### config.mk
export PLATFORM = sky130hd
export DESIGN_NAME = serial_slave_port_flat
export DESIGN_NICKNAME = d
export VERILOG_FILES = /design/src/rtl/serial_slave_port_if.sv /design/src/rtl/serial_slave_port.sv /design/src/flat_wrapper.sv
export SDC_FILE = /design/constraint.sdc
export NUM_CORES = 1
export LEC_CHECK = 0
export CORE_ASPECT_RATIO = 1.25
export CORE_MARGIN = 3
export CORE_UTILIZATION = 55
export DETAILED_ROUTE_END_ITERATION = 10
export PLACE_DENSITY = 0.91
export SYNTH_ARGS = -nofsm -noshare
export SYNTH_HDL_FRONTEND = slang
export SYNTH_SLANG_ARGS = --single-unit
### constraint.sdc
create_clock -name clk -period 2.1 [get_ports clk]
set_input_delay 0.42 -clock clk [delete_from_list [all_inputs] [get_ports clk]]
set_output_delay 0.42 -clock clk [all_outputs]
set_load 0.02 [all_outputs]
### src/rtl/serial_slave_port_if.sv
// Bit-serial bus slot between the system-bus master side and a serial slave port.
// Carries one serial bit each way plus the valid/ready qualifiers.
interface serial_slave_port_if;
   logic swdata;
   logic smode;
   logic mvalid;
   logic srdata;
   logic svalid;
   logic sready;

   modport master (
      output swdata,
      output smode,
      output mvalid,
      input  srdata,
      input  svalid,
      input  sready
   );

   modport slave (
      input  swdata,
      input  smode,
      input  mvalid,
      output srdata,
      output svalid,
      output sready
   );
endinterface

### src/rtl/serial_slave_port.sv
// Serial bus responder: deserialises address/write-data frames, performs one
// parallel memory access per frame and serialises read data back to the bus.
module serial_slave_port #(
   parameter int ADDR_WIDTH = 12,
   parameter int DATA_WIDTH = 8,
   parameter int MEM_SIZE   = 4096
) (
   input  logic                  clk,
   input  logic                  rst,
   serial_slave_port_if.slave    bus,
   output logic [ADDR_WIDTH-1:0] mem_addr,
   output logic [DATA_WIDTH-1:0] mem_wdata,
   output logic                  mem_wen,
   output logic                  mem_ren,
   input  logic [DATA_WIDTH-1:0] mem_rdata,
   input  logic                  mem_rvalid
);

   localparam logic [2:0] ST_IDLE   = 3'd0;
   localparam logic [2:0] ST_ADDR   = 3'd1;
   localparam logic [2:0] ST_WDATA  = 3'd2;
   localparam logic [2:0] ST_MWRITE = 3'd3;
   localparam logic [2:0] ST_MREAD  = 3'd4;
   localparam logic [2:0] ST_RDATA  = 3'd5;

   localparam int MAX_W = (ADDR_WIDTH > DATA_WIDTH) ? ADDR_WIDTH : DATA_WIDTH;
   localparam int CNT_W = $clog2(MAX_W + 1);
   localparam logic [CNT_W-1:0] ADDR_LAST = CNT_W'(ADDR_WIDTH - 1);
   localparam logic [CNT_W-1:0] DATA_LAST = CNT_W'(DATA_WIDTH - 1);
   localparam logic [CNT_W-1:0] DATA_ALL  = CNT_W'(DATA_WIDTH);
   // Wide enough that MEM_SIZE >= 2**ADDR_WIDTH never truncates the limit.
   localparam logic [32:0] MEM_LIMIT = 33'(MEM_SIZE);

   logic [2:0]            state_reg;
   logic [CNT_W-1:0]      bit_cnt_reg;
   logic                  mode_reg;
   logic                  range_ok_reg;
   logic [ADDR_WIDTH-1:0] addr_sr_reg;
   logic [DATA_WIDTH-2:0] data_sr_reg;
   logic [DATA_WIDTH-2:0] rdata_sr_reg;
   logic                  srdata_reg;
   logic                  svalid_reg;
   logic                  sready_reg;
   logic [ADDR_WIDTH-1:0] mem_addr_reg;
   logic [DATA_WIDTH-1:0] mem_wdata_reg;
   logic                  mem_wen_reg;
   logic                  mem_ren_reg;

   // Values including the bit being sampled this cycle (LSB-first shift).
   logic [ADDR_WIDTH-1:0] addr_full;
   logic [DATA_WIDTH-1:0] data_full;
   logic                  addr_in_range;

   assign addr_full     = {bus.swdata, addr_sr_reg[ADDR_WIDTH-1:1]};
   assign data_full     = {bus.swdata, data_sr_reg};
   assign addr_in_range = (33'(addr_full) < MEM_LIMIT);

   always_ff @(posedge clk or posedge rst) begin
      if (rst) begin
         state_reg     <= ST_IDLE;
         bit_cnt_reg   <= '0;
         mode_reg      <= 1'b0;
         range_ok_reg  <= 1'b0;
         addr_sr_reg   <= '0;
         data_sr_reg   <= '0;
         rdata_sr_reg  <= '0;
         srdata_reg    <= 1'b0;
         svalid_reg    <= 1'b0;
         sready_reg    <= 1'b1;
         mem_addr_reg  <= '0;
         mem_wdata_reg <= '0;
         mem_wen_reg   <= 1'b0;
         mem_ren_reg   <= 1'b0;
      end else begin
         mem_wen_reg <= 1'b0;
         mem_ren_reg <= 1'b0;
         case (state_reg)
            ST_IDLE: begin
               if (bus.mvalid) begin
                  addr_sr_reg <= addr_full;
                  mode_reg    <= bus.smode;
                  bit_cnt_reg <= CNT_W'(1);
                  sready_reg  <= 1'b0;
                  state_reg   <= ST_ADDR;
               end
            end
            ST_ADDR: begin
               if (bus.mvalid) begin
                  addr_sr_reg <= addr_full;
                  bit_cnt_reg <= bit_cnt_reg + 1'b1;
                  if (bit_cnt_reg == ADDR_LAST) begin
                     range_ok_reg <= addr_in_range;
                     bit_cnt_reg  <= '0;
                     if (mode_reg) begin
                        state_reg <= ST_WDATA;
                     end else begin
                        state_reg <= ST_MREAD;
                        if (addr_in_range) begin
                           mem_ren_reg  <= 1'b1;
                           mem_addr_reg <= addr_full;
                        end
                     end
                  end
               end
            end
            ST_WDATA: begin
               if (bus.mvalid) begin
                  data_sr_reg <= data_full[DATA_WIDTH-1:1];
                  bit_cnt_reg <= bit_cnt_reg + 1'b1;
                  if (bit_cnt_reg == DATA_LAST) begin
                     state_reg <= ST_MWRITE;
                     if (range_ok_reg) begin
                        mem_wen_reg   <= 1'b1;
                        mem_addr_reg  <= addr_sr_reg;
                        mem_wdata_reg <= data_full;
                     end
                  end
               end
            end
            ST_MWRITE: begin
               sready_reg <= 1'b1;
               state_reg  <= ST_IDLE;
            end
            ST_MREAD: begin
               // The request cycle itself never accepts mem_rvalid.
               if (!range_ok_reg) begin
                  rdata_sr_reg <= '0;
                  srdata_reg   <= 1'b0;
                  svalid_reg   <= 1'b1;
                  bit_cnt_reg  <= CNT_W'(1);
                  state_reg    <= ST_RDATA;
               end else if (!mem_ren_reg && mem_rvalid) begin
                  rdata_sr_reg <= mem_rdata[DATA_WIDTH-1:1];
                  srdata_reg   <= mem_rdata[0];
                  svalid_reg   <= 1'b1;
                  bit_cnt_reg  <= CNT_W'(1);
                  state_reg    <= ST_RDATA;
               end
            end
            ST_RDATA: begin
               if (bit_cnt_reg == DATA_ALL) begin
                  srdata_reg <= 1'b0;
                  svalid_reg <= 1'b0;
                  sready_reg <= 1'b1;
                  state_reg  <= ST_IDLE;
               end else begin
                  srdata_reg   <= rdata_sr_reg[0];
                  rdata_sr_reg <= rdata_sr_reg >> 1;
                  bit_cnt_reg  <= bit_cnt_reg + 1'b1;
               end
            end
            default: state_reg <= ST_IDLE;
         endcase
      end
   end

   assign bus.srdata = srdata_reg;
   assign bus.svalid = svalid_reg;
   assign bus.sready = sready_reg;
   assign mem_addr   = mem_addr_reg;
   assign mem_wdata  = mem_wdata_reg;
   assign mem_wen    = mem_wen_reg;
   assign mem_ren    = mem_ren_reg;

endmodule

### src/flat_wrapper.sv
// flat-port wrapper written by rule: the top's interface ports become plain ports
module serial_slave_port_flat 
#(
   parameter int ADDR_WIDTH = 12,
   parameter int DATA_WIDTH = 8,
   parameter int MEM_SIZE   = 4096
)
  (clk, rst, mem_addr, mem_wdata, mem_wen, mem_ren, mem_rdata, mem_rvalid, bus_swdata, bus_smode, bus_mvalid, bus_srdata, bus_svalid, bus_sready);
  serial_slave_port_if bus_i ();
  input  logic clk;
  input  logic rst;
  output logic [ADDR_WIDTH-1:0] mem_addr;
  output logic [DATA_WIDTH-1:0] mem_wdata;
  output logic mem_wen;
  output logic mem_ren;
  input  logic [DATA_WIDTH-1:0] mem_rdata;
  input  logic mem_rvalid;
  input wire logic [$bits(bus_i.swdata)-1:0] bus_swdata;
  input wire logic [$bits(bus_i.smode)-1:0] bus_smode;
  input wire logic [$bits(bus_i.mvalid)-1:0] bus_mvalid;
  output wire logic [$bits(bus_i.srdata)-1:0] bus_srdata;
  output wire logic [$bits(bus_i.svalid)-1:0] bus_svalid;
  output wire logic [$bits(bus_i.sready)-1:0] bus_sready;
  assign bus_i.swdata = bus_swdata;
  assign bus_i.smode = bus_smode;
  assign bus_i.mvalid = bus_mvalid;
  assign bus_srdata = bus_i.srdata;
  assign bus_svalid = bus_i.svalid;
  assign bus_sready = bus_i.sready;
  serial_slave_port #(.ADDR_WIDTH(ADDR_WIDTH), .DATA_WIDTH(DATA_WIDTH), .MEM_SIZE(MEM_SIZE)) u_core (.clk(clk), .rst(rst), .bus(bus_i), .mem_addr(mem_addr), .mem_wdata(mem_wdata), .mem_wen(mem_wen), .mem_ren(mem_ren), .mem_rdata(mem_rdata), .mem_rvalid(mem_rvalid));
endmodule
---- Word-level counts from Yosys, hierarchy flattened ----
Cells that the tools add are included.
storage, ports and cells
  register bits after elaboration ......... 60
  bits in latches ......................... 0
  RAM bits ................................ 0
  memory bits (read-only) ................. 0
  memories kept ........................... 0
operators by class
  $add $sub $neg .......................... 1
  multiply operators ...................... 0
  div/mod/pow operators ................... 0
  $lt $le $gt $ge ......................... 0
  equal/unequal tests ..................... 18
  shift-type cells ........................ 0
  muxes and demuxes ....................... 48
  bitwise operators ....................... 0
  reduce and logical (&&, ||, !) cells .... 20
operators by type and width
  operator               number
  $mux W12               6
  $mux W4                7
  $mux W3                9
  $pmux W12 S2           1
  $mux W7                3
  $pmux W4 S5            1
  $mux W1                16
  $pmux W3 S5            1
  $pmux W7 S2            1
  $reduce_and A7 Y1      2
  $reduce_and A3 Y1      4
  $ne A2 B2 Y1 const B   5
  $eq A4 B4 Y1 const B   2
  $ne A2 B1 Y1 const B   4
  $reduce_and A2 Y1      4
  $eq A3 B2 Y1 const B   2
  $eq A3 B3 Y1 const B   2
  $reduce_and A6 Y1      1
  $reduce_bool A5 Y1     1
  $add A4 B1 Y4 const B  1
  $eq A4 B3 Y1 const B   1
  $pmux W1 S2            2
  $reduce_and A4 Y1      1
  $reduce_bool A2 Y1     2
  8 further kinds        8

---- Depth between registers and ports, before layout ----
  depth in word-level cells ............... 5
  depth in mapped cells ................... 7
  gate-level depth less buffers ........... 6

---- Worst setup path before layout ----
No wires, ideal clock.
  kind .................................... register to register
  start ................................... reg u_core.bit_cnt_reg[0]
  end ..................................... reg u_core.mem_addr_reg[0] (netlist: u_core.mem_addr[0])
  setup time .............................. 0.125 ns
  data arrival time ....................... 1.646 ns
  data required time ...................... 1.975 ns
  slack ................................... 0.329 ns
  stages on the path, launching flop included .. 7
  cell sequence ........................... dfrtp_1 > ha_1 > and3b_2 > o22a_4 > nand4b_4 > buf_8 > mux2_4
on the way
  word-level cells in the longest chain between the ends .. 3
  elaborated cells between the ends (all ways) .. 5
RTL lines
  what                                          RTL line                                           source
  from (decl)                                   serial_slave_port.sv:35                            logic [CNT_W-1:0] bit_cnt_reg;
  from (signal assigned)                        serial_slave_port.sv:90                            bit_cnt_reg <= bit_cnt_reg + 1'b1;
  from (signal assigned)                        serial_slave_port.sv:109                           bit_cnt_reg <= bit_cnt_reg + 1'b1;
  from (signal assigned)                        serial_slave_port.sv:149                           bit_cnt_reg <= bit_cnt_reg + 1'b1;
  $eq A4 B3 Y1 or $eq A4 B4 Y1 (tied branches)  serial_slave_port.sv:110, serial_slave_port.sv:91
  $ne A2 B1 Y1 (no source line)                 -
  $reduce_and A7 Y1 (no source line) *          -
  to (signal assigned)                          serial_slave_port.sv:100                           mem_addr_reg <= addr_full;
  to (signal assigned)                          serial_slave_port.sv:114                           mem_addr_reg <= addr_sr_reg;
  to (decl)                                     serial_slave_port.sv:44                            logic [ADDR_WIDTH-1:0] mem_addr_reg;
Mark *: on every way between the ends. The rest lies on a longest branch, timed or not.
A chain may end at the register's enable or synchronous reset.

---- Final worst setup path ----
  start ................................... reg u_core.bit_cnt_reg[0]
  end ..................................... reg u_core.mem_addr_reg[10] (netlist: u_core.mem_addr[10])
The elaborated chain is that of the path after synthesis.

==> summary.txt <==
GRT
  • Met2 usage: 31.4%
  • Met1 usage: 24.4%
  • Tot GR Track Use: 19.6%
  • Total global routing overflow: 0
  • Largest net degree at the start of global routing: 61
  • Met3 Track Usage GR: approximately 6.0%
  • First-pass GRT wire length: 9380 um
  • Most used routing layer: met2
  • Vias in the first global route: 2,059
  • Initial antenna violation count: 0

Drt
  • Drt wl/cell: approximately 16 um
  • Avg Vias per Cell: ~5.6
  • WL final: 5390 um
  • Vias: 1,879
  • DRT iter0 DRCs: 101
  • Antenna-violating nets left: 0
  • Number of iterations in the first detailed-routing pass: 4
  • Drt drc: 0

Place
  • HPWL Detailed: 3660 um
  • GP Congestion: 0.763
  • Input/output buffers: 38

Yosys
  • Mean Syn Cell Area: ~13 um2
  • Syn_nets: 239
  • Mapped Cells: roughly 220
  • Post-synthesis sequential area ratio: 51.3%
  • Synth area leader: dfrtp_1
  • Synth unique cells: 50
  • Ys Warns: 0
  • Share of the synthesized area in the top cell type: 50.4%
  • Mapped Area: 0.00293 mm2
  • Register bit total from synthesis: 60
  • Synth area leaders: dfrtp_1, mux2_2, mux2_4, a21oi_1, and3_1

STA
  • Final Max Slew Viols: 0
  • Max Clock Freq: 515 MHz
  • Fin crit period: around 1.9 ns
  • Final setup TNS: 0 ns
  • Worst slew pin tran: around 0.43 ns
  • Setup violators final: 0
  • Final hold violation count: 0
  • Worst Skew: 0.00764 ns
  • Max_slew headroom: 71.1%
  • Final period utilization: 92.4%
  • Unrepaired setup endpoints after global routing: false
  • Final hold slack: 0.449 ns

Floorplanning
  • Die Wd: 71.3 um
  • Core Rows: 29
  • I/O pin cnt: 39
  • Core ar.: 0.00512 mm2
  • Die Area: 0.00624 mm2
  • Initial core utilization: 57.3%
  • Die height: 87.6 um

Clock tree
  • Resized Gates After CTS: 0
  • Post-CTS Setup Bufs: 0
  • CTS root buf: clkbuf_8
  • Clk slew on worst S/H paths: 0.06 ns
  • Clock latency on the worst-skew pair: 0.34 ns
  • # hold bufs at CTS: 0
  • H-Tree Level Count: 3
  • CTS sink cnt: 60
  • CTS tree: done
  • Num CTS Buffers: 9
  • Max Root-Sink Buffers: 2

Run status
  • Outcome: finished clean

Pwr
  • Static leakage: 1.62 nW
  • PwrDens: 1330 mW/mm2
  • Worst IR Drop VDD: ~970 uV

Finish
  • P&R area growth vs syn: 21.0%
  • Layout Nets: 284
  • Commonest non-fill, non-tap cell in the layout: dfrtp_1
  • Commonest cells after routing, fill and taps aside: dfrtp_1, mux2_2, clkdlybuf4s50_1
  • Share of cells above drive strength 1: between 30 and 40%
  • ANT cells: 0

Worst setup path
  • Critical Path AT: around 2.2 ns
  • CP endpoint: u_core.mem_addr[10]
  • Worst Path Required: 2.32 ns
  • Worst R2R End: u_core.mem_addr[10]
  • Crit path max fanout: 12
  • Worst r2r src: u_core.bit_cnt_reg[0]
  • Crit end category: flip-flop
  • Setup crit start: u_core.bit_cnt_reg[0]
  • Reg2reg setup slack: 0.16 ns
  • Worst r2r path cells: 5
  • Critical setup path kind: flip-flop to flip-flop
  • Worst setup SP type: flip-flop

Hold path
  • Worst hold path class: input pin to asynchronous set/reset pin

Job
  • Max-cap violations: 0
Yosys cell counts, drive strengths merged:
master    n
a21o      1
and3      8
o32ai     3
nand4bb   1
a21oi    12
nand2    10
nand2b    6
o22a      2
nand3     4
nor2      8
nor3b     2
or2b      1
mux2     53
o21ai    11
a31oi     1
a211oi    2
nor2b     2
ha        2
inv       4
dfstp     1
nand4b    1
a221o     1
a211o     1
mux2i     2
and2      1
o22ai     2
nand3b    2
o2bb2ai   2
dfrtp    59
and3b     3
buf      10
nor3      2
o311ai    1
or3b      2
kinds of logic after synthesis:
family                     count (synthesis)  share of synthesized area [%]
AOI/OAI and AO/OA                         39                           9.18
adders and majority gates                  2                          0.854
buffers and inverters                     14                           3.08
DFF                                       60                           51.3
muxes                                     55                           22.3
and+or+nand+nor                           53                           13.2
how the worst min path moves through the flow:
stage	slack, ns	startpoint	endpoint
finish	0.45	rst	u_core.rdata_sr_reg[3]
detailed placement	0.48	u_core.rdata_sr_reg[6]	u_core.rdata_sr_reg[6]
global placement	0.47	u_core.rdata_sr_reg[6]	u_core.rdata_sr_reg[6]
floorplan	0.45	u_core.rdata_sr_reg[1]	u_core.rdata_sr_reg[1]
global route	0.50	u_core.rdata_sr_reg[5]	u_core.rdata_sr_reg[5]
CTS	0.48	rst	u_core.rdata_sr_reg[3]
cell type report:
| class | count | area, um2 |
|---|---|---|
| inverter | 4 | 15.0 |
| tap | 62 | 77.6 |
| timing repair buffer | 44 | 450 |
| multi-input combinational | 149 | 1340 |
| clock inverter | 2 | 10.0 |
| sequential | 60 | 1500 |
| fill | 356 | 1570 |
| clock buffer | 14 | 153 |
worst max-delay path, cell delays in order, from the launching register on:
cell,delay [ns]
dfrtp_1,0.41
ha_1,0.26
and3b_1,0.24
o22a_4,0.28
nand4b_4,0.26
mux2_2,0.37
per-stage QoR:
stage | power [mW] | util, % | cell area (um2) | setup WS (ns) | cells
after floorplan | 3.30 | - | 2930 | 0.197 | 223
after global placement | 3.78 | 66.1 | 3380 | 0.168 | 319
after detailed placement | 3.88 | 66.1 | 3380 | 0.104 | 319
after CTS | 4.77 | 69.3 | 3540 | 0.142 | 335
after global routing | 5.03 | 69.3 | 3540 | 0.0713 | 335
final | 4.73 | 69.3 | 3540 | 0.160 | 335
layer usage:
layer | share of wire (%) | wire (um)
met4 | 1.8 | 99
met3 | 4.2 | 226
met1 | 44 | 2380
met2 | 50 | 2680
met5 | 0 | 0
where the power goes:
part / switching (mW) / internal (mW) / leakage (nW)
Combinational: 0.858 / 1.08 / 0.768
Clock: 0.423 / 0.458 / 0.0844
Sequential: 0.361 / 1.55 / 0.770
(Power assumes the default switching activity.)
